==> src/rtl/ss_meas_sequencer_pkg.sv <==
// Shared types and helpers for the steady-state measurement sequencer.
package ss_meas_pkg;

  // Default sizing; the top-level parameters override these per instance.
  localparam int DEF_DW       = 10;
  localparam int DEF_AVG_LOG2 = 3;
  localparam int DEF_HOLD     = 2;
  localparam int DEF_TIMEOUT  = 1024;

  // Sequencer states.
  typedef enum logic [1:0] {
    IDLE    = 2'd0,
    WAIT_SS = 2'd1,
    ACCUM   = 2'd2,
    DONE    = 2'd3
  } state_e;

  // Ceiling log2 with a minimum of 1, so a counter sized by it always has at least one bit.
  function automatic int clog2(input int unsigned value);
    int result;
    result = 1;
    for (int i = 1; i < 32; i++) begin
      if ((64'd1 << i) < 64'(value)) begin
        result = i + 1;
      end
    end
    return result;
  endfunction

endpackage

==> src/rtl/ss_meas_sequencer_if.sv <==
// Control, sample stream and result handshake between the sequencer and its environment.
interface ss_meas_sequencer_if #(
  parameter int DW = 10
);

  logic          start;
  logic          detect;
  logic [DW-1:0] din;
  logic          din_valid;
  logic [DW-1:0] res;
  logic          res_valid;
  logic          res_ready;
  logic          timeout;
  logic          busy;

  // Environment side: requests measurements, supplies samples, consumes results.
  modport master (
    output start, detect, din, din_valid, res_ready,
    input  res, res_valid, timeout, busy
  );

  // Sequencer side.
  modport slave (
    input  start, detect, din, din_valid, res_ready,
    output res, res_valid, timeout, busy
  );

endinterface

==> src/rtl/ss_meas_sequencer_detect_sync.sv <==
// Two-flop synchronizer bringing the asynchronous detect flag into the clk domain.
module detect_sync (
  input  logic clk,
  input  logic rstn,
  input  logic d,
  output logic q
);

  logic meta_q;
  logic sync_q;

  // Shift the asynchronous input through two flops to resolve metastability.
  // NOTE: non-blocking assignments make both flops sample their old inputs on the same edge; blocking would collapse the chain to one flop.
  always_ff @(posedge clk or negedge rstn) begin
    if (!rstn) begin
      meta_q <= 1'b0;
      sync_q <= 1'b0;
    end else begin
      meta_q <= d;
      sync_q <= meta_q;
    end
  end

  assign q = sync_q;

endmodule

==> src/rtl/ss_meas_sequencer.sv <==
// Measurement sequencer: waits for a stable steady-state flag, averages 2**AVG_LOG2 samples,
// and returns the result (or a timeout abort) on a valid/ready port.
module ss_meas_sequencer
  import ss_meas_pkg::*;
#(
  parameter int DW       = DEF_DW,
  parameter int AVG_LOG2 = DEF_AVG_LOG2,
  parameter int HOLD     = DEF_HOLD,
  parameter int TIMEOUT  = DEF_TIMEOUT
) (
  input logic                 clk,
  input logic                 rstn,
  ss_meas_sequencer_if.slave  bus
);

  localparam int AW      = DW + AVG_LOG2;          // accumulator never overflows
  localparam int CW      = AVG_LOG2 + 1;           // sample counter
  localparam int HW      = clog2(HOLD + 1);        // hold counter
  localparam int TW      = clog2(TIMEOUT + 1);     // timer
  localparam int NUM_SMP = 1 << AVG_LOG2;

  localparam logic [CW-1:0] LAST_SMP  = CW'(NUM_SMP - 1);
  localparam logic [HW-1:0] HOLD_CNT  = HW'(HOLD);
  localparam logic [TW-1:0] TIMER_END = TW'(TIMEOUT);

  state_e          state_q, state_d;
  logic [AW-1:0]   acc_q, acc_d;
  logic [CW-1:0]   cnt_q, cnt_d;
  logic [HW-1:0]   hold_q, hold_d;
  logic [TW-1:0]   timer_q, timer_d;
  logic [DW-1:0]   res_q, res_d;
  logic            res_valid_q, res_valid_d;
  logic            timeout_q, timeout_d;

  logic            det_s;
  logic [AW-1:0]   acc_sum;
  logic [HW-1:0]   hold_inc;
  logic            timer_hit;

  detect_sync u_detect_sync (
    .clk  (clk),
    .rstn (rstn),
    .d    (bus.detect),
    .q    (det_s)
  );

  assign acc_sum   = acc_q + AW'(bus.din);
  assign hold_inc  = hold_q + 1'b1;
  assign timer_hit = (timer_q == TIMER_END);

  // Next-state, datapath and result computation for the sequencer FSM.
  // NOTE: every signal gets its hold value first so no path through the case can infer a latch.
  always_comb begin
    state_d     = state_q;
    acc_d       = acc_q;
    cnt_d       = cnt_q;
    hold_d      = hold_q;
    timer_d     = timer_q;
    res_d       = res_q;
    res_valid_d = res_valid_q;
    timeout_d   = timeout_q;

    unique case (state_q)
      IDLE: begin
        if (bus.start) begin
          state_d = WAIT_SS;
          acc_d   = '0;
          cnt_d   = '0;
          hold_d  = '0;
          timer_d = TW'(1);      // first WAIT_SS cycle counts as 1
        end
      end

      WAIT_SS: begin
        timer_d = timer_q + 1'b1;
        if (timer_hit) begin
          state_d     = DONE;
          res_d       = '0;
          res_valid_d = 1'b1;
          timeout_d   = 1'b1;
        end else if (det_s) begin
          hold_d = hold_inc;
          if (hold_inc == HOLD_CNT) begin
            state_d = ACCUM;
          end
        end else begin
          hold_d = '0;
        end
      end

      ACCUM: begin
        timer_d = timer_q + 1'b1;
        if (timer_hit) begin
          // Abort wins even over a final sample arriving this cycle.
          state_d     = DONE;
          res_d       = '0;
          res_valid_d = 1'b1;
          timeout_d   = 1'b1;
        end else if (!det_s) begin
          // Loss of steady state discards everything gathered, including a sample this cycle.
          state_d = WAIT_SS;
          acc_d   = '0;
          cnt_d   = '0;
          hold_d  = '0;
        end else if (bus.din_valid) begin
          acc_d = acc_sum;
          cnt_d = cnt_q + 1'b1;
          if (cnt_q == LAST_SMP) begin
            state_d     = DONE;
            res_d       = DW'(acc_sum >> AVG_LOG2);
            res_valid_d = 1'b1;
            timeout_d   = 1'b0;
          end
        end
      end

      DONE: begin
        if (bus.res_ready) begin
          state_d     = IDLE;
          res_valid_d = 1'b0;
        end
      end

      default: state_d = IDLE;
    endcase
  end

  // State, datapath and result registers; reset returns everything to zero at once.
  always_ff @(posedge clk or negedge rstn) begin
    if (!rstn) begin
      state_q     <= IDLE;
      acc_q       <= '0;
      cnt_q       <= '0;
      hold_q      <= '0;
      timer_q     <= '0;
      res_q       <= '0;
      res_valid_q <= 1'b0;
      timeout_q   <= 1'b0;
    end else begin
      state_q     <= state_d;
      acc_q       <= acc_d;
      cnt_q       <= cnt_d;
      hold_q      <= hold_d;
      timer_q     <= timer_d;
      res_q       <= res_d;
      res_valid_q <= res_valid_d;
      timeout_q   <= timeout_d;
    end
  end

  assign bus.res       = res_q;
  assign bus.res_valid = res_valid_q;
  assign bus.timeout   = timeout_q;
  assign bus.busy      = (state_q != IDLE);

endmodule

==> src/flat_wrapper.sv <==
// flat-port wrapper written by rule: the top's interface ports become plain ports
module ss_meas_sequencer_flat import ss_meas_pkg::*;
#(
  parameter int DW       = DEF_DW,
  parameter int AVG_LOG2 = DEF_AVG_LOG2,
  parameter int HOLD     = DEF_HOLD,
  parameter int TIMEOUT  = DEF_TIMEOUT
)
  (clk, rstn, bus_start, bus_detect, bus_din, bus_din_valid, bus_res_ready, bus_res, bus_res_valid, bus_timeout, bus_busy);
  ss_meas_sequencer_if #(.DW(DW)) bus_i ();
  input logic clk;
  input logic rstn;
  input wire logic [$bits(bus_i.start)-1:0] bus_start;
  input wire logic [$bits(bus_i.detect)-1:0] bus_detect;
  input wire logic [$bits(bus_i.din)-1:0] bus_din;
  input wire logic [$bits(bus_i.din_valid)-1:0] bus_din_valid;
  input wire logic [$bits(bus_i.res_ready)-1:0] bus_res_ready;
  output wire logic [$bits(bus_i.res)-1:0] bus_res;
  output wire logic [$bits(bus_i.res_valid)-1:0] bus_res_valid;
  output wire logic [$bits(bus_i.timeout)-1:0] bus_timeout;
  output wire logic [$bits(bus_i.busy)-1:0] bus_busy;
  assign bus_i.start = bus_start;
  assign bus_i.detect = bus_detect;
  assign bus_i.din = bus_din;
  assign bus_i.din_valid = bus_din_valid;
  assign bus_i.res_ready = bus_res_ready;
  assign bus_res = bus_i.res;
  assign bus_res_valid = bus_i.res_valid;
  assign bus_timeout = bus_i.timeout;
  assign bus_busy = bus_i.busy;
  ss_meas_sequencer #(.DW(DW), .AVG_LOG2(AVG_LOG2), .HOLD(HOLD), .TIMEOUT(TIMEOUT)) u_core (.clk(clk), .rstn(rstn), .bus(bus_i));
endmodule
==> config.mk <==
export PLATFORM = sky130hd
export DESIGN_NAME = ss_meas_sequencer_flat
export DESIGN_NICKNAME = d
export VERILOG_FILES = /design/src/rtl/ss_meas_sequencer_pkg.sv /design/src/rtl/ss_meas_sequencer_if.sv /design/src/rtl/ss_meas_sequencer_detect_sync.sv /design/src/rtl/ss_meas_sequencer.sv /design/src/flat_wrapper.sv
export SDC_FILE = /design/constraint.sdc
export NUM_CORES = 1
export LEC_CHECK = 0
export CAP_MARGIN = 40
export CELL_PAD_IN_SITES_DETAIL_PLACEMENT = 0
export CELL_PAD_IN_SITES_GLOBAL_PLACEMENT = 1
export CORE_MARGIN = 2
export CORE_UTILIZATION = 47
export DETAILED_ROUTE_END_ITERATION = 8
export GPL_TIMING_DRIVEN = 0
export PLACE_DENSITY_LB_ADDON = 0.2
export SLEW_MARGIN = 10
export SYNTH_ARGS = -nofsm -noshare
export SYNTH_HDL_FRONTEND = slang
export SYNTH_HIERARCHICAL = 1
export SYNTH_SLANG_ARGS = --single-unit
==> constraint.sdc <==
create_clock -name clk -period 3.9 [get_ports clk]
set_input_delay 0.78 -clock clk [delete_from_list [all_inputs] [get_ports clk]]
set_output_delay 0.78 -clock clk [all_outputs]
set_load 0.1 [all_outputs]
==> flow_metrics.py, run 1 <==
metrics = {
    "min_path": {
        "hp-start": "u_core/u_detect_sync/meta_q",
        "hold_path_end": "u_core/u_detect_sync/q",
        "min_path_cells": 0,
        "min_path_type": "reg2reg",
    },
    "detailed_routing": {
        "postRouteAntennaNets": 0,
        "vias_per_cell": 5.62,
        "routed-via-count": 2294,
        "drc": 0,
        "routedWlPerCell_um": 14.9,
        "drt-initial-drc-count": 131,
        "drt_pre_antenna_iters": 4,
        "wirelength_mm": 6.08,
    },
    "yosys": {
        "synthCells": 286,
        "synth-simple-area-share": 0.174,
        "synth_compound_area_frac": 0.219,
        "synth_edf_count": 0,
        "yosysWarnings": 6,
        "avgSynthCellArea_um2": 9.53,
        "synth_top_family_by_area": "compound AO/OA/AOI/OAI gates",
        "synthArstFlopShare": 1.00,
        "ys.flop_type": "dfrtp_1",
        "seq_area_frac_synth": 0.422,
        "synth.mux.area_fraction": 0.0161,
        "syn_area_um2": 2730,
        "syn-num-nets": 321,
        "synthAdderAreaFrac": 0.0899,
        "synth_seq_cells": 46,
        "synth_xor_area_frac": 0.0385,
        "synth_cell_types": 48,
    },
    "cts": {
        "clk_path_buf_depth": 2,
        "cts_buffers": 5,
        "cts_tree": "done",
        "clkSinkCount": 46,
        "htree_levels": 2,
        "post-cts-setup-buffers": 0,
        "cts_root_buf": "clkbuf_8",
        "cts_resized": 0,
        "clock_latency_ns": 0.31,
        "hold_buffers": 0,
        "path_clk_slew_ns": 0.08,
    },
    "sta": {
        "drv_slew": 0,
        "clock.fmax_mhz": 346,
        "setup_slack_ns": 1.01,
        "timing.final.hold_violations": 0,
        "setup_viol": 0,
        "hold_ws_ns": 0.358,
        "final.setup.tns_ns": 0,
        "grt_setup_unrepaired": "false",
        "final.period_utilization": 0.740,
        "tightest_slew_ns": 0.580,
        "finalCriticalPeriod_ns": 2.89,
        "fin_skew_ns": 0.0100,
        "relSlewSlack": 0.613,
    },
    "global_routing": {
        "first_global_vias": 2214,
        "grt_pass1_wl_mm": 10.5,
        "grt_overflow": 0,
        "antenna_found_initial": 0,
        "track_usage": 0.211,
        "grt_max_degree": 28,
    },
    "die": {
        "dieArea_um2": 6430,
        "die_h_um": 80.2,
        "core_um2": 5540,
        "die_x_um": 80.2,
        "rows": 27,
        "initial_core_util": 0.492,
        "io_pins": 29,
    },
    "power_and_ir_drop": {
        "power_density_nw_per_um2": 629,
        "p_leak_uw": 0.00157,
        "irDropWorstVdd_mv": 0.342,
        "total_power_uw": 2150,
    },
    "layout": {
        "syn2layout_area_growth_pct": 25.2,
        "multiInputGateArea_um2": 1470,
        "mostFrequentLayoutCells": "dfrtp_1, nand2_1, clkdlybuf4s50_1",
        "n_antenna_cell": 0,
        "fillers": 502,
        "drive_gt1_frac": 0.113,
        "post-route-util": 0.616,
        "nNetsFinal": 370,
        "final_common_cell": "dfrtp_1",
        "ff_latch_area_um2": 1150,
    },
    "place": {
        "gp_congestion": 0.845,
        "pre_cts_slack_ns": 0.821,
        "port_buffers": 28,
        "dpl.hpwl_mm": 4.52,
    },
    "worst_setup_path": {
        "reg2regPathDepth": 8,
        "r2r_end": "u_core/bus.res[7]",
        "worstSetupPathType": "reg2out",
        "endpoint_kind": "output port",
        "cp.required_ns": 3.12,
        "worstReg2RegStart": "u_core/state_q[0]",
        "cp_data_arrival_time_ns": 2.11,
        "r2r_slack_ns": 1.50,
        "start_kind": "register",
        "path_max_fanout": 10,
    },
    "flow_run": {
        "max_cap_violations": 0,
    },
    "run_status": {
        "status": "finished clean",
    },
}
## cells in the mapped netlist (5+ instances only)
cell type  instances  share of area
dfrtp_1           46           0.42
nand2_1           28          0.039
a21oi_1           21          0.039
o21ai_0           20          0.037
ha_1              18          0.083
nor2_1            17          0.023
inv_1             15          0.021
a22o_1             9          0.029
nand3_1            9          0.017
xor2_1             9          0.029
a21o_1             7          0.019
nand4_1            6          0.014
or3_1              6          0.014
and2_1             5          0.011
nand2b_1           5          0.011
## report_power, final
group	switching, µW	internal, µW	leakage [µW]
Combinational	677	434	0.000899
Clock	164	192	0.0000524
Sequential	97.3	584	0.000614
Total	938	1210	0.00157
## cell type report
| class | count | share of cell area |
|---|---|---|
| repair buffers | 42 | 0.144 |
| inverters | 15 | 0.0165 |
| clock inverters | 1 | 0.00880 |
| plain buffers | 11 | 0.0158 |
| flip-flops and latches | 46 | 0.337 |
| well taps | 72 | 0.0264 |
| multi-input cells | 214 | 0.429 |
| clock buffers | 7 | 0.0224 |
## worst max-delay path: stages (launching register included)
cell and delay, ns:
dfrtp_1 0.46, inv_1 0.09, ha_1 0.19, buf_2 0.18, inv_1 0.14, clkdlybuf4s50_1 0.54, buf_8 0.20
## sequential cells by signal (all words and copies together) (netlist names)
signal / cells
u_core/acc_q: 13
u_core/timer_q: 11
u_core/bus.res: 10
u_core/cnt_q: 4
u_core/hold_q: 2
u_core/state_q: 2
u_core/bus.res_valid: 1
u_core/bus.timeout: 1
u_core/u_detect_sync/meta_q: 1
u_core/u_detect_sync/q: 1
## worst max-delay path by stage
| stage | to | from | depth (start not counted) | slack (ns) |
|---|---|---|---|---|
| 3_5_place_dp | u_core/bus.res[9] | bus_din[0] | 9 | 0.82 |
| 2_1_floorplan | u_core/bus.res[9] | bus_din[0] | 8 | 1.51 |
| 4_1_cts | bus_busy | u_core/state_q[0] | 6 | 0.99 |
| 3_3_place_gp | u_core/acc_q[11] | rstn | 1 | 0.73 |
| 6_report | bus_busy | u_core/state_q[0] | 6 | 1.01 |
| 5_1_grt | bus_busy | u_core/state_q[0] | 6 | 0.88 |
## per-layer routing
metal  share of wire  vias up  track usage
met3           0.033        4       0.0438
met5               0        -            0
met2            0.47       31        0.331
li1                -     1143            -
met4          0.0079        0       0.0627
met1            0.49     1116        0.295
## cells by family after synthesis
group / count (synthesis)
buffers and inverters: 26
flip-flops: 46
XOR/XNOR: 12
AND/OR/NAND/NOR: 92
multiplexers: 4
adder cells (fa/ha/maj): 19
AO/OA/AOI/OAI: 87
## through the flow
step                      cells  cell area, µm²
after floorplan             286            2730
final                       408            3410
after global placement      386            3100
after global routing        408            3410
after CTS                   408            3410
after detailed placement    400            3310
Note: power is estimated with default switching activity, not from simulation.
==> run 2, diff against run 1 <==
--- a/config.mk
+++ b/config.mk
@@ -9,7 +9,7 @@
 export CELL_PAD_IN_SITES_DETAIL_PLACEMENT = 0
 export CELL_PAD_IN_SITES_GLOBAL_PLACEMENT = 1
 export CORE_MARGIN = 2
-export CORE_UTILIZATION = 47
+export CORE_UTILIZATION = 40
 export DETAILED_ROUTE_END_ITERATION = 8
 export GPL_TIMING_DRIVEN = 0
 export PLACE_DENSITY_LB_ADDON = 0.2
==> constraint.sdc (replaced) <==
create_clock -name clk -period 2.5 [get_ports clk]
set_input_delay 0.5 -clock clk [delete_from_list [all_inputs] [get_ports clk]]
set_output_delay 0.5 -clock clk [all_outputs]
set_load 0.1 [all_outputs]
==> flow_metrics.py, run 2 (synthesis results as in run 1) <==
metrics = {
    "sta": {
        "fin_skew_ns": 0.0105,
        "finalCriticalPeriod_ns": 2.44,
        "setup_viol": 0,
        "relSlewSlack": 0.615,
        "drv_slew": 0,
        "tightest_slew_ns": 0.578,
        "final.period_utilization": 0.977,
        "timing.final.hold_violations": 0,
        "grt_setup_unrepaired": "true",
        "final.setup.tns_ns": 0,
        "clock.fmax_mhz": 409,
    },
    "layout": {
        "layout.cells.non_filler": 418,
        "drive_gt1_frac": 0.130,
        "largest_reg_flops": 13,
        "top_register": "u_core/acc_q",
        "syn2layout_area_growth_pct": 26.6,
        "post-route-util": 0.517,
        "nNetsFinal": 372,
        "final_common_cell": "dfrtp_1",
        "mostFrequentLayoutCells": "dfrtp_1, nand2_1, clkdlybuf4s50_1",
        "n_antenna_cell": 0,
    },
    "detailed_routing": {
        "drc": 0,
        "vias_per_cell": 5.35,
        "postRouteAntennaNets": 0,
        "routed-via-count": 2236,
        "drt_pre_antenna_iters": 4,
        "routedWlPerCell_um": 14.7,
        "drt-initial-drc-count": 139,
        "wirelength_mm": 6.13,
    },
    "power_and_ir_drop": {
        "total_power_uw": 3400,
        "irDropWorstVdd_mv": 0.365,
        "p_leak_uw": 0.00157,
        "power_density_nw_per_um2": 985,
        "netSwitchingFraction": 0.436,
        "internal-power_uw": 1920,
        "p_switching_uw": 1480,
        "p_seq_frac": 0.306,
        "p_clk_frac": 0.166,
        "pwr-share-comb": 0.528,
    },
    "cts": {
        "clk_path_buf_depth": 2,
        "cts_tree": "done",
        "hold_buffers": 0,
        "clock_latency_ns": 0.30,
        "cts_root_buf": "clkbuf_8",
        "cts_buffers": 5,
        "htree_levels": 2,
        "path_clk_slew_ns": 0.09,
        "clkSinkCount": 46,
    },
    "die": {
        "die_x_um": 86.6,
        "dieArea_um2": 7490,
        "initial_core_util": 0.408,
        "rows": 30,
        "die_h_um": 86.6,
        "core_um2": 6680,
        "io_pins": 29,
    },
    "place": {
        "gp_congestion": 0.855,
        "dpl.hpwl_mm": 4.52,
        "port_buffers": 28,
        "dp.cells": 408,
    },
    "worst_setup_path": {
        "startpoint": "bus_din[0]",
        "slowest_stage": "clkdlybuf4s50_1",
        "path_max_fanout": 4,
        "worstSetupPathType": "in2reg",
        "cp_data_arrival_time_ns": 2.63,
        "crit_chain": "clkdlybuf4s50_1 > ha_1 > inv_1 > fa_1 > nand2b_1 > a21o_1 > a21o_1 > and4_1 > a221o_1",
        "cp.required_ns": 2.69,
        "endpoint_kind": "register",
        "worstReg2RegStart": "u_core/state_q[1]",
        "start_kind": "input pin",
        "critPathMaxStageDelay_ns": 0.47,
        "cp_common_cell": "a21o_1",
    },
    "global_routing": {
        "grt_pass1_wl_mm": 10.6,
        "grt_max_degree": 28,
        "grt_overflow": 0,
        "first_global_vias": 2216,
        "gr-usage-met2": 0.283,
        "antenna_found_initial": 0,
        "track_usage": 0.178,
        "grtUsageMet3": 0.0324,
        "grtUsageMet1": 0.252,
        "top_usage_layer": "met2",
    },
    "flow_run": {
        "max_cap_violations": 0,
    },
    "min_path": {
        "min_path_type": "in2async",
    },
    "run_status": {
        "status": "finished clean",
    },
}
==> run 2: cell count changes in the layout (fill, tap and decap cells not counted), sizes merged <==
cell,before,now
buf,22,24
clkinvlp,0,2
clkbuf,11,9
==> run 2: repair_timing <==
action	CTS	global route
gates resized for setup	2	2
buffers inserted	2	0
endpoints found under the hold margin	0	0
setup endpoints to repair	1	4
==> run 2: worst paths after layout <==
path                                          endpoint  slack (ns)  depth (start not counted)
worst min register to register  u_core/u_detect_sync/q        0.35                          0
worst max register to register         u_core/acc_q[9]        0.23                          9
worst max-delay path                 u_core/bus.res[9]        0.06                          9
worst min-delay path                 u_core/timer_q[7]        0.15                          1
max in group asynchronous              u_core/acc_q[8]        1.85                          2
min in group clk                u_core/u_detect_sync/q        0.35                          0
==> run 2: worst max-delay path, delay by kind of cell <==
family	cells	cell delay (ns)
AO/OA/AOI/OAI	3	0.67
adder cells (fa/ha/maj)	2	0.57
buffers and inverters	2	0.53
AND/OR/NAND/NOR	2	0.36
==> run 2: metrics by stage <==
step / hold slack (ns) / setup WS (ns) / area, µm²
2_1_floorplan: 0.204 / 0.360 / 2730
6_report: 0.146 / 0.0565 / 3450
3_5_place_dp: 0.337 / -0.242 / 3320
4_1_cts: 0.159 / 0.0546 / 3450
3_3_place_gp: 0.333 / -0.461 / 3110
5_1_grt: 0.178 / -0.0220 / 3450
==> run 2: area by class of cell <==
type	instances	area, µm²
fill	619	3230
clock buffer	5	68.8
timing repair buffer	44	510
multi-input combinational	214	1470
sequential	46	1150
clock inverter	3	45.0
tap	80	100
inverter	15	56.3
buffer	11	53.8
==> run 2: routing by layer <==
| metal | vias to the layer above | part of all wire |
|---|---|---|
| met5 | - | 0 |
| met4 | 0 | 0.0088 |
| met3 | 4 | 0.032 |
| met2 | 33 | 0.45 |
| met1 | 1050 | 0.51 |
| li1 | 1149 | - |
==> run 2: power groups by stage <==
stage / registers [µW] / clock network [µW] / logic (µW)
final: 1040 / 563 / 1800
after global routing: 1070 / 619 / 2020
after CTS: 1040 / 587 / 1800
after detailed placement: 1080 / 0 / 1740
after global placement: 1070 / 0 / 1660
after floorplan: 1090 / 0 / 1240
